[src/rtl/sram_arbiter_if.sv]
// rtl/sram_arbiter_if.sv - Requester and SRAM-controller signal bundle for sram_arbiter
interface sram_arbiter_if #(
    parameter int NUM_REQ = 5
);
    logic [NUM_REQ-1:0]    req;
    logic [NUM_REQ-1:0]    req_we_n;
    logic [NUM_REQ*18-1:0] req_address;
    logic [NUM_REQ*16-1:0] req_write_data;
    logic [NUM_REQ-1:0]    gnt;
    logic [NUM_REQ-1:0]    rd_valid;
    logic [15:0]           rd_data;
    logic [17:0]           SRAM_address_o;
    logic [15:0]           SRAM_write_data_o;
    logic                  SRAM_we_n_o;
    logic [15:0]           SRAM_read_data;
    logic [2:0]            owner_id;

    modport slave (
        input  req, req_we_n, req_address, req_write_data, SRAM_read_data,
        output gnt, rd_valid, rd_data, SRAM_address_o, SRAM_write_data_o, SRAM_we_n_o, owner_id
    );

    modport master (
        output req, req_we_n, req_address, req_write_data, SRAM_read_data,
        input  gnt, rd_valid, rd_data, SRAM_address_o, SRAM_write_data_o, SRAM_we_n_o, owner_id
    );
endinterface

[src/rtl/sram_arbiter.sv]
// rtl/sram_arbiter.sv - SRAM port arbiter: VGA absolute priority, round-robin with burst limit
// for the other units, and read-owner tagging across the SRAM pipeline delay.
module sram_arbiter #(
    parameter int NUM_REQ      = 5,
    parameter int READ_LATENCY = 3,
    parameter int MAX_BURST    = 64
) (
    input  logic          Clock,
    input  logic          Resetn,
    sram_arbiter_if.slave bus
);
    localparam int         BW       = $clog2(MAX_BURST + 1);
    localparam logic [2:0] NO_OWNER = 3'd7;

    typedef enum logic [1:0] {S_IDLE, S_OWN, S_TURN} state_t;

    state_t             state_q;
    logic [NUM_REQ-1:0] gnt_q;
    logic [2:0]         owner_q;
    logic [2:0]         ptr_q;
    logic [BW-1:0]      burst_q;
    logic [NUM_REQ-1:0] tag_q [READ_LATENCY];

    logic [NUM_REQ-1:0] access;
    logic [2:0]         win_idx;
    logic               any_req;
    logic               others_req;
    logic               leave;
    logic               burst_full;

    assign access     = gnt_q & bus.req;
    assign any_req    = |bus.req;
    assign others_req = |(bus.req & ~gnt_q);
    assign burst_full = (burst_q == BW'(MAX_BURST - 1));

    // Port 0 wins outright; otherwise scan ports 1..NUM_REQ-1 starting just after the pointer.
    always_comb begin
        int         p;
        logic [2:0] p3;
        win_idx = 3'd0;
        p       = 0;
        p3      = 3'd0;
        if (!bus.req[0]) begin
            for (int k = NUM_REQ - 1; k >= 1; k--) begin
                p = int'(ptr_q) + k;
                if (p > NUM_REQ - 1) begin
                    p = p - (NUM_REQ - 1);
                end
                p3 = 3'(p);
                if (bus.req[p3]) begin
                    win_idx = p3;
                end
            end
        end
    end

    always_comb begin
        leave = 1'b0;
        if (!(|access)) begin
            leave = 1'b1;
        end else if (!gnt_q[0] && (bus.req[0] || (burst_full && others_req))) begin
            leave = 1'b1;
        end
    end

    always_comb begin
        bus.SRAM_address_o    = '0;
        bus.SRAM_write_data_o = '0;
        bus.SRAM_we_n_o       = 1'b1;
        for (int i = 0; i < NUM_REQ; i++) begin
            if (access[i]) begin
                bus.SRAM_address_o    = bus.req_address[18*i +: 18];
                bus.SRAM_write_data_o = bus.req_write_data[16*i +: 16];
                bus.SRAM_we_n_o       = bus.req_we_n[i];
            end
        end
    end

    always_ff @(posedge Clock or negedge Resetn) begin
        if (!Resetn) begin
            state_q <= S_IDLE;
            gnt_q   <= '0;
            owner_q <= NO_OWNER;
            ptr_q   <= 3'(NUM_REQ - 1);
            burst_q <= '0;
            for (int k = 0; k < READ_LATENCY; k++) begin
                tag_q[k] <= '0;
            end
        end else begin
            // Tags shift independently of ownership so preempted reads still reach their owner.
            tag_q[0] <= access & bus.req_we_n;
            for (int k = 1; k < READ_LATENCY; k++) begin
                tag_q[k] <= tag_q[k-1];
            end
            case (state_q)
                S_IDLE, S_TURN: begin
                    if (any_req) begin
                        state_q <= S_OWN;
                        gnt_q   <= NUM_REQ'(1) << win_idx;
                        owner_q <= win_idx;
                        burst_q <= '0;
                        if (win_idx != 3'd0) begin
                            ptr_q <= win_idx;
                        end
                    end else begin
                        state_q <= S_IDLE;
                        gnt_q   <= '0;
                        owner_q <= NO_OWNER;
                    end
                end
                S_OWN: begin
                    if (leave) begin
                        state_q <= S_TURN;
                        gnt_q   <= '0;
                        owner_q <= NO_OWNER;
                    end else if (!gnt_q[0] && !burst_full) begin
                        burst_q <= burst_q + 1'b1;
                    end
                end
                default: begin
                    state_q <= S_IDLE;
                    gnt_q   <= '0;
                    owner_q <= NO_OWNER;
                end
            endcase
        end
    end

    assign bus.gnt      = gnt_q;
    assign bus.owner_id = owner_q;
    assign bus.rd_valid = tag_q[READ_LATENCY-1];
    assign bus.rd_data  = bus.SRAM_read_data;
endmodule

[src/flat_wrapper.sv]
// flat-port wrapper written by rule: the top's interface ports become plain ports
module sram_arbiter_flat 
#(
    parameter int NUM_REQ      = 5,
    parameter int READ_LATENCY = 3,
    parameter int MAX_BURST    = 64
)
  (Clock, Resetn, bus_req, bus_req_we_n, bus_req_address, bus_req_write_data, bus_SRAM_read_data, bus_gnt, bus_rd_valid, bus_rd_data, bus_SRAM_address_o, bus_SRAM_write_data_o, bus_SRAM_we_n_o, bus_owner_id);
  sram_arbiter_if #(.NUM_REQ(NUM_REQ)) bus_i ();
  input  logic Clock;
  input  logic Resetn;
  input wire logic [$bits(bus_i.req)-1:0] bus_req;
  input wire logic [$bits(bus_i.req_we_n)-1:0] bus_req_we_n;
  input wire logic [$bits(bus_i.req_address)-1:0] bus_req_address;
  input wire logic [$bits(bus_i.req_write_data)-1:0] bus_req_write_data;
  input wire logic [$bits(bus_i.SRAM_read_data)-1:0] bus_SRAM_read_data;
  output wire logic [$bits(bus_i.gnt)-1:0] bus_gnt;
  output wire logic [$bits(bus_i.rd_valid)-1:0] bus_rd_valid;
  output wire logic [$bits(bus_i.rd_data)-1:0] bus_rd_data;
  output wire logic [$bits(bus_i.SRAM_address_o)-1:0] bus_SRAM_address_o;
  output wire logic [$bits(bus_i.SRAM_write_data_o)-1:0] bus_SRAM_write_data_o;
  output wire logic [$bits(bus_i.SRAM_we_n_o)-1:0] bus_SRAM_we_n_o;
  output wire logic [$bits(bus_i.owner_id)-1:0] bus_owner_id;
  assign bus_i.req = bus_req;
  assign bus_i.req_we_n = bus_req_we_n;
  assign bus_i.req_address = bus_req_address;
  assign bus_i.req_write_data = bus_req_write_data;
  assign bus_i.SRAM_read_data = bus_SRAM_read_data;
  assign bus_gnt = bus_i.gnt;
  assign bus_rd_valid = bus_i.rd_valid;
  assign bus_rd_data = bus_i.rd_data;
  assign bus_SRAM_address_o = bus_i.SRAM_address_o;
  assign bus_SRAM_write_data_o = bus_i.SRAM_write_data_o;
  assign bus_SRAM_we_n_o = bus_i.SRAM_we_n_o;
  assign bus_owner_id = bus_i.owner_id;
  sram_arbiter #(.NUM_REQ(NUM_REQ), .READ_LATENCY(READ_LATENCY), .MAX_BURST(MAX_BURST)) u_core (.Clock(Clock), .Resetn(Resetn), .bus(bus_i));
endmodule
[config.mk]
export PLATFORM = sky130hd
export DESIGN_NAME = sram_arbiter_flat
export DESIGN_NICKNAME = d
export VERILOG_FILES = /design/src/rtl/sram_arbiter_if.sv /design/src/rtl/sram_arbiter.sv /design/src/flat_wrapper.sv
export SDC_FILE = /design/constraint.sdc
export NUM_CORES = 1
export LEC_CHECK = 0
export CAP_MARGIN = 15
export CORE_MARGIN = 10
export CORE_UTILIZATION = 31
export DETAILED_ROUTE_END_ITERATION = 12
export HOLD_SLACK_MARGIN = 0.15
export PLACE_DENSITY = 0.83
export SKIP_LAST_GASP = 1
export SYNTH_ARGS = -nofsm -noshare
export SYNTH_HDL_FRONTEND = slang
export SYNTH_SLANG_ARGS = --single-unit
[constraint.sdc]
create_clock -name Clock -period 2.71 [get_ports Clock]
set_clock_uncertainty 0.1 [all_clocks]
set_input_delay 0.542 -clock Clock [delete_from_list [all_inputs] [get_ports Clock]]
set_output_delay 0.542 -clock Clock [all_outputs]
set_load 0.005 [all_outputs]
After elaboration in Yosys (flattened, before gate mapping)
Cells that the tools add are included.
{"block": "totals", "ff_bits": 35, "in_bits": 198, "output_inout_bits": 64, "word_cells": 103}
{"block": "op_classes", "n_addsub": 9, "n_lt_le_gt_ge": 8, "eq_ne": 7, "n_shift": 1, "mux": 51, "bitwise": 4, "n_reduce_logical": 15}
{"op": "two-way mux 18 bit", "count": 5}
{"op": "two-way mux 16 bit", "count": 5}
{"op": "two-way mux 3 bit", "count": 15}
{"op": "two-way mux 7 bit", "count": 3}
{"op": "> comparator 4 x 3 -> 1 bit (second input constant)", "count": 4}
{"op": "less-than comparator 3 x 4 -> 1 bit (second input constant)", "count": 4}
{"op": "AND 5 bit", "count": 3}
{"op": "OR reduction 5 bit", "count": 3}
{"op": "case mux 7 bit (2 select lines)", "count": 1}
{"op": "binary-select mux 1 bit (select 3 bit)", "count": 4}
{"op": "two-way mux 1 bit", "count": 12}
{"op": "subtractor 3 bit (second input constant)", "count": 4}
{"op": "two-way mux 5 bit", "count": 2}
{"op": "case mux 5 bit (2 select lines)", "count": 1}
{"op": "adder 3 x 2 -> 4 bit (second input constant)", "count": 2}
{"op": "adder 7 x 1 -> 7 bit (second input constant)", "count": 1}
{"op": "equality test 7 x 6 -> 1 bit (second input constant)", "count": 1}
{"op": "inequality test 2 x 1 -> 1 bit (second input constant)", "count": 3}
{"op": "case mux 3 bit (2 select lines)", "count": 1}
{"op": "NOT 5 bit", "count": 1}
{"op": "<< shifter 1 x 3 -> 5 bit (first input constant)", "count": 1}
{"op": "adder 3 x 1 -> 4 bit (second input constant)", "count": 1}
{"op": "adder 3 x 3 -> 4 bit (second input constant)", "count": 1}
{"op": "case mux 2 bit (2 select lines)", "count": 1}
{"op": "other kinds (13)", "count": 16}

Depth between registers and ports, before layout
Gate-level depths: netlist (run 1).
{"block": "logic_depth", "ltp_word": 14, "depth_mapped": 11, "ltp_nobuf": 8}

Worst setup path before layout (run 1)
No wires, ideal clock.
{"block": "synth_path", "path_kind": "flip-flop to flip-flop", "start": "register u_core.ptr_q[0]", "end": "register u_core.ptr_q[1]", "arrival_time_ns": 2.383, "t_required_ns": 2.484, "slack_ns": 0.101, "path_stages_with_launch": 12, "period_less_slack_ns": 2.609, "path_cell_list": "dfrtp_1 > buf_6 > buf_6 > inv_1 > ha_1 > buf_2 > nor2b_1 > o21ai_1 > a211oi_2 > o41ai_4 > nor2_1 > a311o_1"}
{"block": "synth_between", "elab_chain_len": 13, "elab_cells_between_ends": 35, "classes_between": "add/sub (8); order compare (4); mux (21); reduce/logical (2)"}
{"item": "from (decl)", "line": "sram_arbiter.sv:20", "rtl": "logic [2:0] ptr_q;"}
{"item": "from (signal assigned)", "line": "sram_arbiter.sv:84", "rtl": "ptr_q <= 3'(NUM_REQ - 1);"}
{"item": "from (signal assigned)", "line": "sram_arbiter.sv:103", "rtl": "ptr_q <= win_idx;"}
{"item": "adder 3 x 3 -> 4 bit", "line": "sram_arbiter.sv:45", "rtl": "p = int'(ptr_q) + k;"}
{"item": "> comparator 4 x 3 -> 1 bit or subtractor 3 bit (tied branches)", "line": "sram_arbiter.sv:46, sram_arbiter.sv:47"}
{"item": "two-way mux 3 bit", "line": "sram_arbiter.sv:46", "rtl": "if (p > NUM_REQ - 1) begin"}
{"item": "two-way mux 3 bit", "line": "sram_arbiter.sv:43", "rtl": "if (!bus.req[0]) begin"}
{"item": "binary-select mux 1 bit (select 3 bit)", "line": "sram_arbiter.sv:50", "rtl": "if (bus.req[p3]) begin"}
{"item": "two-way mux 1 bit (implied by the code)", "line": "sram_arbiter.sv:50"}
{"item": "two-way mux 3 bit (3 in series)", "line": "sram_arbiter.sv:50"}
{"item": "two-way mux 3 bit *", "line": "sram_arbiter.sv:50"}
{"item": "two-way mux 3 bit *", "line": "sram_arbiter.sv:43"}
{"item": "nonzero test 3 bit", "line": "sram_arbiter.sv:102", "rtl": "if (win_idx != 3'd0) begin"}
{"item": "AND reduction 3 bit (no source line)"}
Mark *: on every way between the ends. The rest lies on a longest branch, timed or not. The select of a mux whose other input is x is not followed.
A chain may end at the register's enable or synchronous reset.

Final worst setup path (run 1)
{"block": "layout_path", "start": "input bus_req[0]", "end": "output bus_SRAM_write_data_o[6]"}
{"block": "layout_between", "elab_chain_len": 6}
{"item": "from (decl)", "line": "flat_wrapper.sv:12", "rtl": "input wire logic [$bits(bus_i.req)-1:0] bus_req;"}
{"item": "AND 5 bit", "line": "sram_arbiter.sv:31", "rtl": "assign access = gnt_q & bus.req;"}
{"item": "two-way mux 16 bit (5 in series)", "line": "sram_arbiter.sv:71", "rtl": "if (access[i]) begin"}
{"item": "to (decl)", "line": "flat_wrapper.sv:21", "rtl": "output wire logic [$bits(bus_i.SRAM_write_data_o)-1:0] bus_SRAM_write_data_o;"}
No other way between the ends.

==> results by stage, run 1 <==
Detailed routing:
- Summing over every cut layer, the via total after detailed routing is around 4.6k.
- For this block, the initial DRC count from the detailed router was 248.
- The post-detailed-route DRC marker count is 0.
- For this run, the detailed router's first-pass iteration total came to 5.
- The routed wire length is around 18000 um.
- The detailed-route vias per instance is around 5.5.
- The detail route stage leaves a number of antenna-violating nets equal to 0.
- The detailed-route wire length per cell is ~22 um.

Finish:
- The post-route cell area is around 6500 um2.
- The share of cells above drive strength 1 is 0.258.
- The synthesis-to-layout area growth is 95.0%.
- The number of non-filler instances in the completed layout is 837.
- The net count of the finished layout is 901.

Synthesis:
- Of the total synthesized cell area, the portion taken by AND, OR, NAND and NOR gates is 0.248.
- Of the post-synthesis cell area, the dominant cell type holds 0.233.
- The sequential cell area fraction in the yosys report is 0.265.
- The mean instance size in the synthesized netlist is 7.42 um2.
- The number of distinct standard cells referenced by the synthesized netlist is 58.
- The number of register bits inferred by synthesis is 35.
- Of the post-synthesis cell area, the part taken by muxes is 0.0403.
- The commonest cells after synthesis are 58 x nor2_1, 46 x nand2_1, 44 x a21oi_1, 39 x nor3_1, 38 x o21ai_0.
- The number of synthesized flops with an enable pin is 0.
- Counting every net in the synthesized netlist gives around 650.
- Of the total synthesized cell area, the portion taken by XOR and XNOR cells is 0.0105.
- Counting flops with an async set or reset pin after synthesis yields a share of 1.00.
- The yosys synthesis warning count is 0.
- The synthesized design spends more area on one cell type than any other, namely dfrtp_1.
- Synthesis handed over a netlist of about 450 instances.
- The post-synthesis instance area is around 3300 um2.
- The compound-cell area share of the yosys netlist was 0.312.
- By area, the combinational part of the netlist is dominated by compound AO/OA/AOI/OAI gates.
- The most frequent cell after synthesis is nor2_1.
- The adder-cell share of the synthesized area is 0.0188.
- The commonest register cell after synthesis is dfrtp_1.
- After synthesis, the cell types taking the most area are dfrtp_1 23%, a221oi_1 9.0%, a21oi_1 6.6%, nor2_1 6.5%, nor3_1 5.9%.

Power:
- The largest voltage drop on the vdd net is around 0.42 mV.
- Of the total power, combinational logic draws 0.766.
- The power density relative to cell area is 801 nW/um2.
- The sequential share of power is 0.144.
- For this design the static power due to leakage is approximately 2.7 nW.
- The net switching power is between 2 and 2.5 mW.
- Cell internal power was estimated by the tool at about 3.0 mW.
- Of the total power, the clock network draws 0.090.
- The switching power share of the total is 0.422.

Clocking:
- The number of clock buffers added by TritonCTS is 5.
- The TritonCTS clock tree is yes.
- The number of hold buffers added after cts is 0.
- Clock-pin slew was measured on the worst setup and hold paths at about 70 ps.
- The library cell used as clock root buffer is clkbuf_8.
- The clock passes through at most 2 buffers.
- The clock sink total is 35.
- The clock tree synthesis step divided the H-tree into 2 levels.
- The clock latency at the later pin of the worst-skew pair is roughly 290 ps.

Worst setup path:
- The category of the most critical setup path is in2out.
- At the worst endpoint, the required time is between 2000 and 2500 ps.
- The critical-path maximum fanout is 8.
- The critical path data arrival time is roughly 2000 ps.
- The worst setup path is captured at an output pin.
- STA classifies the critical path startpoint as an input port.

Outcome:
- The flow ran to the end, and the final reports show no timing, DRC or antenna violations.

STA:
- The final period utilization is 0.983.
- Measured against its own limit, the worst slew margin works out to 0.702.
- The hold violation total from the final report came to 0.
- The clock period minus worst slack is between 2000 and 3000 ps.
- The max-slew violation count is 0.
- Setup repair after global routing could not meet its margin everywhere.
- Setup violations remaining at the end of the flow were counted as 0.
- The transition at the pin with the smallest max-transition slack is roughly 440 ps.
- Static timing analysis puts the maximum clock frequency at roughly 0.38 GHz.
- Hold is met by ~250 ps.

Die:
- The die outline area is 15300 um2.
- The top-level I/O count is 262.
- From left edge to right edge, the die measures 124 um.
- The initial cell density of the core is 0.321.
- The die height is between 100 and 150 um.
- The initialized floorplan defines 37 standard-cell rows.
- In this run the standard cell core region covers ~10000 um2.

Placement:
- The final HPWL from detailed placement is roughly 14000 um.
- The number of placed instances, taps included, is approximately 800.
- The routability congestion estimate from global placement is 0.945.
- The number of buffer cells added on primary ports is 229.
- Once placement finished, the instance area stood at about 6000 um2.

GRT:
- The initial antenna violation count came to 2.
- The global router's overall resource usage is 0.223.
- The total overflow left after global routing is 0.
- The number of global-route vias before repair was between 4k and 5k.
- The first global-routing pass estimated about 27000 um of wire.
- Entering global routing, the biggest net connects 36 pins.

Hold path:
- The tightest min-delay check is of the reg2reg type.

Job:
- The max capacitance violation total is 0.
-- timing repair --
item	4_1_cts	5_1_grt
endpoints found under the hold margin	0	0
resized for setup	204	26
endpoints found under the setup margin	35	29
setup buffers	7	3
gates cloned	3	0
pin swaps	23	13
-- path summary, 6_finish.rpt --
check                                 from                       end  slack [ps]  cells after the start
hold / removal             u_core.tag_q[8]    u_core.bus.rd_valid[3]         250                      0
max in group asynchronous           Resetn    u_core.bus.owner_id[1]        1620                      2
hold reg to reg            u_core.tag_q[8]    u_core.bus.rd_valid[3]         250                      0
setup / recovery                bus_req[0]  bus_SRAM_write_data_o[6]          50                     11
setup reg to reg           u_core.ptr_q[2]           u_core.ptr_q[2]          60                      9
min in group asynchronous           Resetn         u_core.state_q[1]         550                      2
-- critical path, cell delays in order --
cell and delay (ps):
dlygate4sd2_1 250, nand2_2 90, nor2_4 50, buf_6 110
buf_12 130, buf_12 140, a221oi_2 250, nor3_1 80
a21oi_1 150, o21ai_1 90, buf_2 130
-- layout make-up --
type,instances,area [um2]
Tap cell,136,170
Fill cell,885,3890
Timing Repair Buffer,302,2870
Antenna cell,2,5.00
Multi-Input combinational cell,347,2420
Clock inverter,3,43.8
Sequential cell,35,881
Clock buffer,5,68.8
Inverter,7,26.3
-- metal layers --
metal,track usage,share of wire
met1,0.239,0.34
met2,0.402,0.52
met3,0.0765,0.10
met4,0.0757,0.032
met5,0,0
-- power groups by stage --
| stage | combinational [mW] | clock, mW | sequential, mW |
|---|---|---|---|
| 3_3_place_gp | 3.61 | 0 | 0.755 |
| 2_1_floorplan | 1.81 | 0 | 0.773 |
| 6_report | 3.98 | 0.465 | 0.750 |
| 4_1_cts | 3.85 | 0.478 | 0.755 |
| 3_5_place_dp | 3.71 | 0 | 0.763 |
| 5_1_grt | 4.28 | 0.502 | 0.765 |
-- cells in the final DEF (no fill, tap or decap), types with 5 or more instances in the layout --
cell,netlist,final
a21oi_1,44,44
a221oi_2,0,26
a221oi_4,0,6
and3_1,6,6
buf_12,0,10
buf_2,9,33
buf_4,21,53
buf_6,2,6
clkbuf_8,0,5
clkdlybuf4s50_1,0,191
dfrtp_1,31,31
ha_1,5,5
inv_1,7,7
nand2_1,46,45
nand2b_1,8,8
nor2_1,58,57
nor3_1,39,33
nor3_2,0,6
o21ai_0,38,21
o21ai_1,1,17
-- stage by stage --
stage / util / total power [mW] / setup slack (ps) / setup TNS [ps]
after floorplan: - / 2.58 / 101 / 0
after global placement: 0.580 / 4.36 / -617 / -18780
after detailed placement: 0.580 / 4.48 / -645 / -20410
after CTS: 0.617 / 5.08 / 0.159 / 0
after global routing: 0.625 / 5.55 / -50.1 / -209
final: 0.625 / 5.19 / 45.8 / 0
-- logic make-up after synthesis --
kind of cell    after synthesis
simple gates                180
compound gates              148
buf+inv                      66
flops                        35
mux                          10
fa+ha+maj                     5
xor+xnor                      4
-- sequential cells by signal, summed over array words and instances, names as in the netlist --
signal               cells
u_core.burst_q           7
u_core.state_q           2
u_core.ptr_q             3
u_core.bus.gnt           5
u_core.bus.owner_id      3
u_core.tag_q            10
u_core.bus.rd_valid      5
Power figures use the tool's default switching activity.
==> run 2: changes to the inputs <==
--- a/config.mk
+++ b/config.mk
@@ -7,10 +7,10 @@
 export LEC_CHECK = 0
 export CAP_MARGIN = 15
 export CORE_MARGIN = 10
-export CORE_UTILIZATION = 31
+export CORE_UTILIZATION = 37
 export DETAILED_ROUTE_END_ITERATION = 12
 export HOLD_SLACK_MARGIN = 0.15
-export PLACE_DENSITY = 0.83
+export PLACE_DENSITY = 0.93
 export SKIP_LAST_GASP = 1
 export SYNTH_ARGS = -nofsm -noshare
 export SYNTH_HDL_FRONTEND = slang
==> constraint.sdc (replaced) <==
create_clock -name Clock -period 3.17 [get_ports Clock]
set_clock_uncertainty 0.1 [all_clocks]
set_input_delay 0.634 -clock Clock [delete_from_list [all_inputs] [get_ports Clock]]
set_output_delay 0.634 -clock Clock [all_outputs]
set_load 0.005 [all_outputs]
==> run 2 against run 1 <==
Register-to-register slack improved by 280 ps. Non-clock buffer count down 18. Core utilization increased by 8.7 points. Total power down 23%. Via count fell by 0.61%. Final area down 4.3%. Largest power group unchanged. Highest routed layer unchanged.
==> results by stage, run 2 (synthesis gave the netlist of run 1 again) <==
Outcome:
- The run finished with clean final reports.

Clocking:
- The number of hold buffers added after cts is 0 (unchanged).
- The post-CTS clock slew at the launch and capture registers of the worst setup and hold paths came to 60 ps (about the same).
- The H-tree level count is 2 (unchanged).
- The CTS buffer count is 5 (unchanged).
- TritonCTS built the clock tree.
- The cell sitting at the root of the clock tree is a clkbuf_8.
- The clock sink total is 35 (unchanged).
- The clock latency at the later pin of the worst-skew pair was 290 ps (about the same).
- The number of buffers on the longest clock path is 2 (unchanged).

Detailed routing:
- The violation count after the first detailed-route iteration is 330 (+33%).
- The detailed-route wire length per cell is 23.4 um (+6.6%).
- The length of the first detailed-routing pass in iterations is 5 (unchanged).
- The via count is 4550 (-0.61%).
- The number of antenna-violating nets in the routed design was 0 (unchanged).
- The post-detailed-route DRC marker count is 0 (unchanged).
- The detailed-route vias per instance came to 5.75 (+5.2%).
- The routed wire length was 18500 um (+0.70%).

Worst setup path:
- The critical-path maximum fanout is 24 (+16).
- The worst-path cell with the longest stage delay is clkdlybuf4s50_1.
- The delay of the slowest cell on the worst path came to 540 ps (+290 ps).
- The most critical setup path has its startpoint at bus_req[3].
- The most numerous cell type found on the critical path is clkdlybuf4s50_1.
- The required time at the endpoint of the critical path is 2440 ps (+370 ps).
- The critical path goes through clkdlybuf4s50_1 > and2_2 > buf_12 > nor3_1 > a21oi_1 > o21ai_1 > clkdlybuf4s50_1.
- The kind of start point of the critical path is an input port.
- The critical path data arrival time was 2410 ps (+390 ps).
- The launch instance of the worst register-to-register path is u_core.ptr_q[2].
- STA classifies the critical path endpoint as an output pin.
- The critical path is of the in2out type.

GRT:
- The initial antenna violation count is 2 (unchanged).
- The wire length of the first global-routing pass is 27100 um (+1.3%).
- The maximum number of pins on one net before global-route repair is 43 (+19%).
- The total global routing overflow came to 0 (unchanged).
- The met2 usage in global routing is 0.456 (+0.0543).
- The most heavily used metal layer in global routing is met2.
- The met1 layer usage reported by global route was 0.291 (+0.0517).
- The number of global-route vias before repair is 4766 (-1.9%).
- The fraction of met3 tracks used by global routing is 0.0901 (+0.0136).
- The global router's overall resource usage is 0.263 (+0.0393).

STA:
- Setup repair after global routing could not meet its margin everywhere.
- The transition at the pin with the smallest max-transition slack is 479 ps (+35.8 ps).
- The headroom to the max-slew limit is 0.680 (-0.0227).
- The hold violation total from the final report is 0 (unchanged).
- The highest achievable clock rate is 0.318 GHz.
- For the finished layout, the period the worst path requires is 3150 ps.
- The max-slew violation count came to 0 (unchanged).
- The number of setup violations in the final report was 0 (unchanged).
- The worst hold margin came to 249 ps (-1.30 ps).
- The setup slack of the critical path after layout came to 23.4 ps (-22.4 ps).
- The final period utilization is 0.993.

Placement:
- The post-place setup slack is -339 ps (+306 ps).
- The number of buffer cells added on primary ports is 229 (unchanged).
- The final HPWL from detailed placement is 15200 um (+6.2%).
- The routability congestion estimate from global placement came to 0.956 (+1.1%).
- The cell area reported after detailed placement is 5910 um2 (-1.7%).

Power:
- The total leakage power is 2.72 nW (+0.36%).
- The power density relative to cell area is 646 nW/um2 (-19%).
- The largest voltage drop on the vdd net is 0.330 mV (-21%).

Finish:
- The largest registers in the layout are u_core.tag_q (10), u_core.burst_q (7).
- The number of nets in the layout is 883 (-2.0%).
- The number of flip-flops in the largest register came to 10 (unchanged).
- The library cell used most frequently in the layout, excluding fill and tap cells, is clkdlybuf4s50_1.
- The fraction of the core area covered by cells at the end of the flow is 0.712 (+0.0865).
- More flip-flops sit in one register than any other, and that register is u_core.tag_q.
- The library cells used most frequently in the layout, excluding fill and tap cells, are 192 x clkdlybuf4s50_1, 57 x nor2_1, 45 x nand2_1, 44 x a21oi_1, 39 x buf_4.
- The share of cells above drive strength 1 is 0.150 (-0.108).
- Compared with the post-synthesis result, the final layout area differs by 86.6%.
- The post-route cell area is 6210 um2 (-4.3%).

Die:
- The top-level I/O count was 262 (unchanged).
- The die outline area was 13200 um2 (-14%).
- The die height came to 115 um (-7.1%).
- The width of the die is 115 um (-7.1%).
- The initial cell density of the core is 0.381 (+0.0606).
- The core outline area was 8720 um2 (-16%).
- The row count is 34 (-8.1%).

Hold path:
- The startpoint of the worst hold path is u_core.tag_q[9].
- The path category of the worst min-delay check is reg2reg.

Job:
- The max capacitance violation total came to 0 (unchanged).
[run 2: cell types whose count changed in the layout (fill, tap and decap cells not counted), sizes merged]
cell / delta
buf: -51
bufinv: -1
clkbuf: -1
clkdlybuf4s15: +1
clkdlybuf4s50: +1
clkinv: -1
clkinvlp: +1
dlygate4sd2: +24
dlymetal6s2s: +9
[run 2: cell type report]
cell class              instances  area [um2]
well taps                     108         135
inverters                       7        26.3
diodes                          2        5.00
clock buffers                   6        72.6
flip-flops and latches         35         881
multi-input cells             347        2230
repair buffers                284        2850
fillers                       681        2510
clock inverters                 2        12.5
[run 2: metrics by stage]
stage	instances	TNS, ps	power (mW)
2_1_floorplan	448	0	2.21
3_3_place_gp	772	-7220	3.60
6_report	791	0	4.01
5_1_grt	791	-29.6	4.30
3_5_place_dp	772	-8290	3.67
4_1_cts	785	-1740	3.93
[run 2: timing repair]
action | CTS | global route
pin swaps | 3 | 4
endpoints found under the setup margin | 35 | 32
gates resized for setup | 49 | 31
buffers inserted | 3 | 4
gates cloned | 2 | 0
[run 2: worst paths after layout]
check,end,depth (start not counted),slack [ps]
setup / recovery,bus_SRAM_address_o[5],7,20
min in group asynchronous,u_core.bus.rd_valid[1],2,670
hold / removal,u_core.bus.rd_valid[4],0,250
setup reg to reg,u_core.bus.gnt[0],8,340
hold reg to reg,u_core.bus.rd_valid[4],0,250
max in group asynchronous,u_core.bus.owner_id[2],2,1970
[run 2: where the power goes]
part           internal (mW)  switching (mW)  leakage [nW]
Clock                  0.153           0.159        0.0412
Sequential             0.573          0.0930         0.461
Combinational           1.54            1.49          2.21
[run 2: critical path, delay by kind of cell]
kind	cells	cell delay (ps)
buf+inv	3	1150
simple gates	2	410
compound gates	2	220
[run 2: layer usage]
metal	vias up	wire length [um]
met4	0	583
met1	2159	6560
met2	253	9500
met3	48	1840
li1	2090	-
met5	-	0
==> run 3: changes to the inputs <==
--- a/config.mk
+++ b/config.mk
@@ -9,7 +9,7 @@
 export CORE_MARGIN = 10
 export CORE_UTILIZATION = 37
 export DETAILED_ROUTE_END_ITERATION = 12
-export HOLD_SLACK_MARGIN = 0.15
+export HOLD_SLACK_MARGIN = 0.02
 export PLACE_DENSITY = 0.93
 export SKIP_LAST_GASP = 1
 export SYNTH_ARGS = -nofsm -noshare
==> results of run 3 <==
Same layout as run 2: the final DEF is identical, and so are final timing and power.
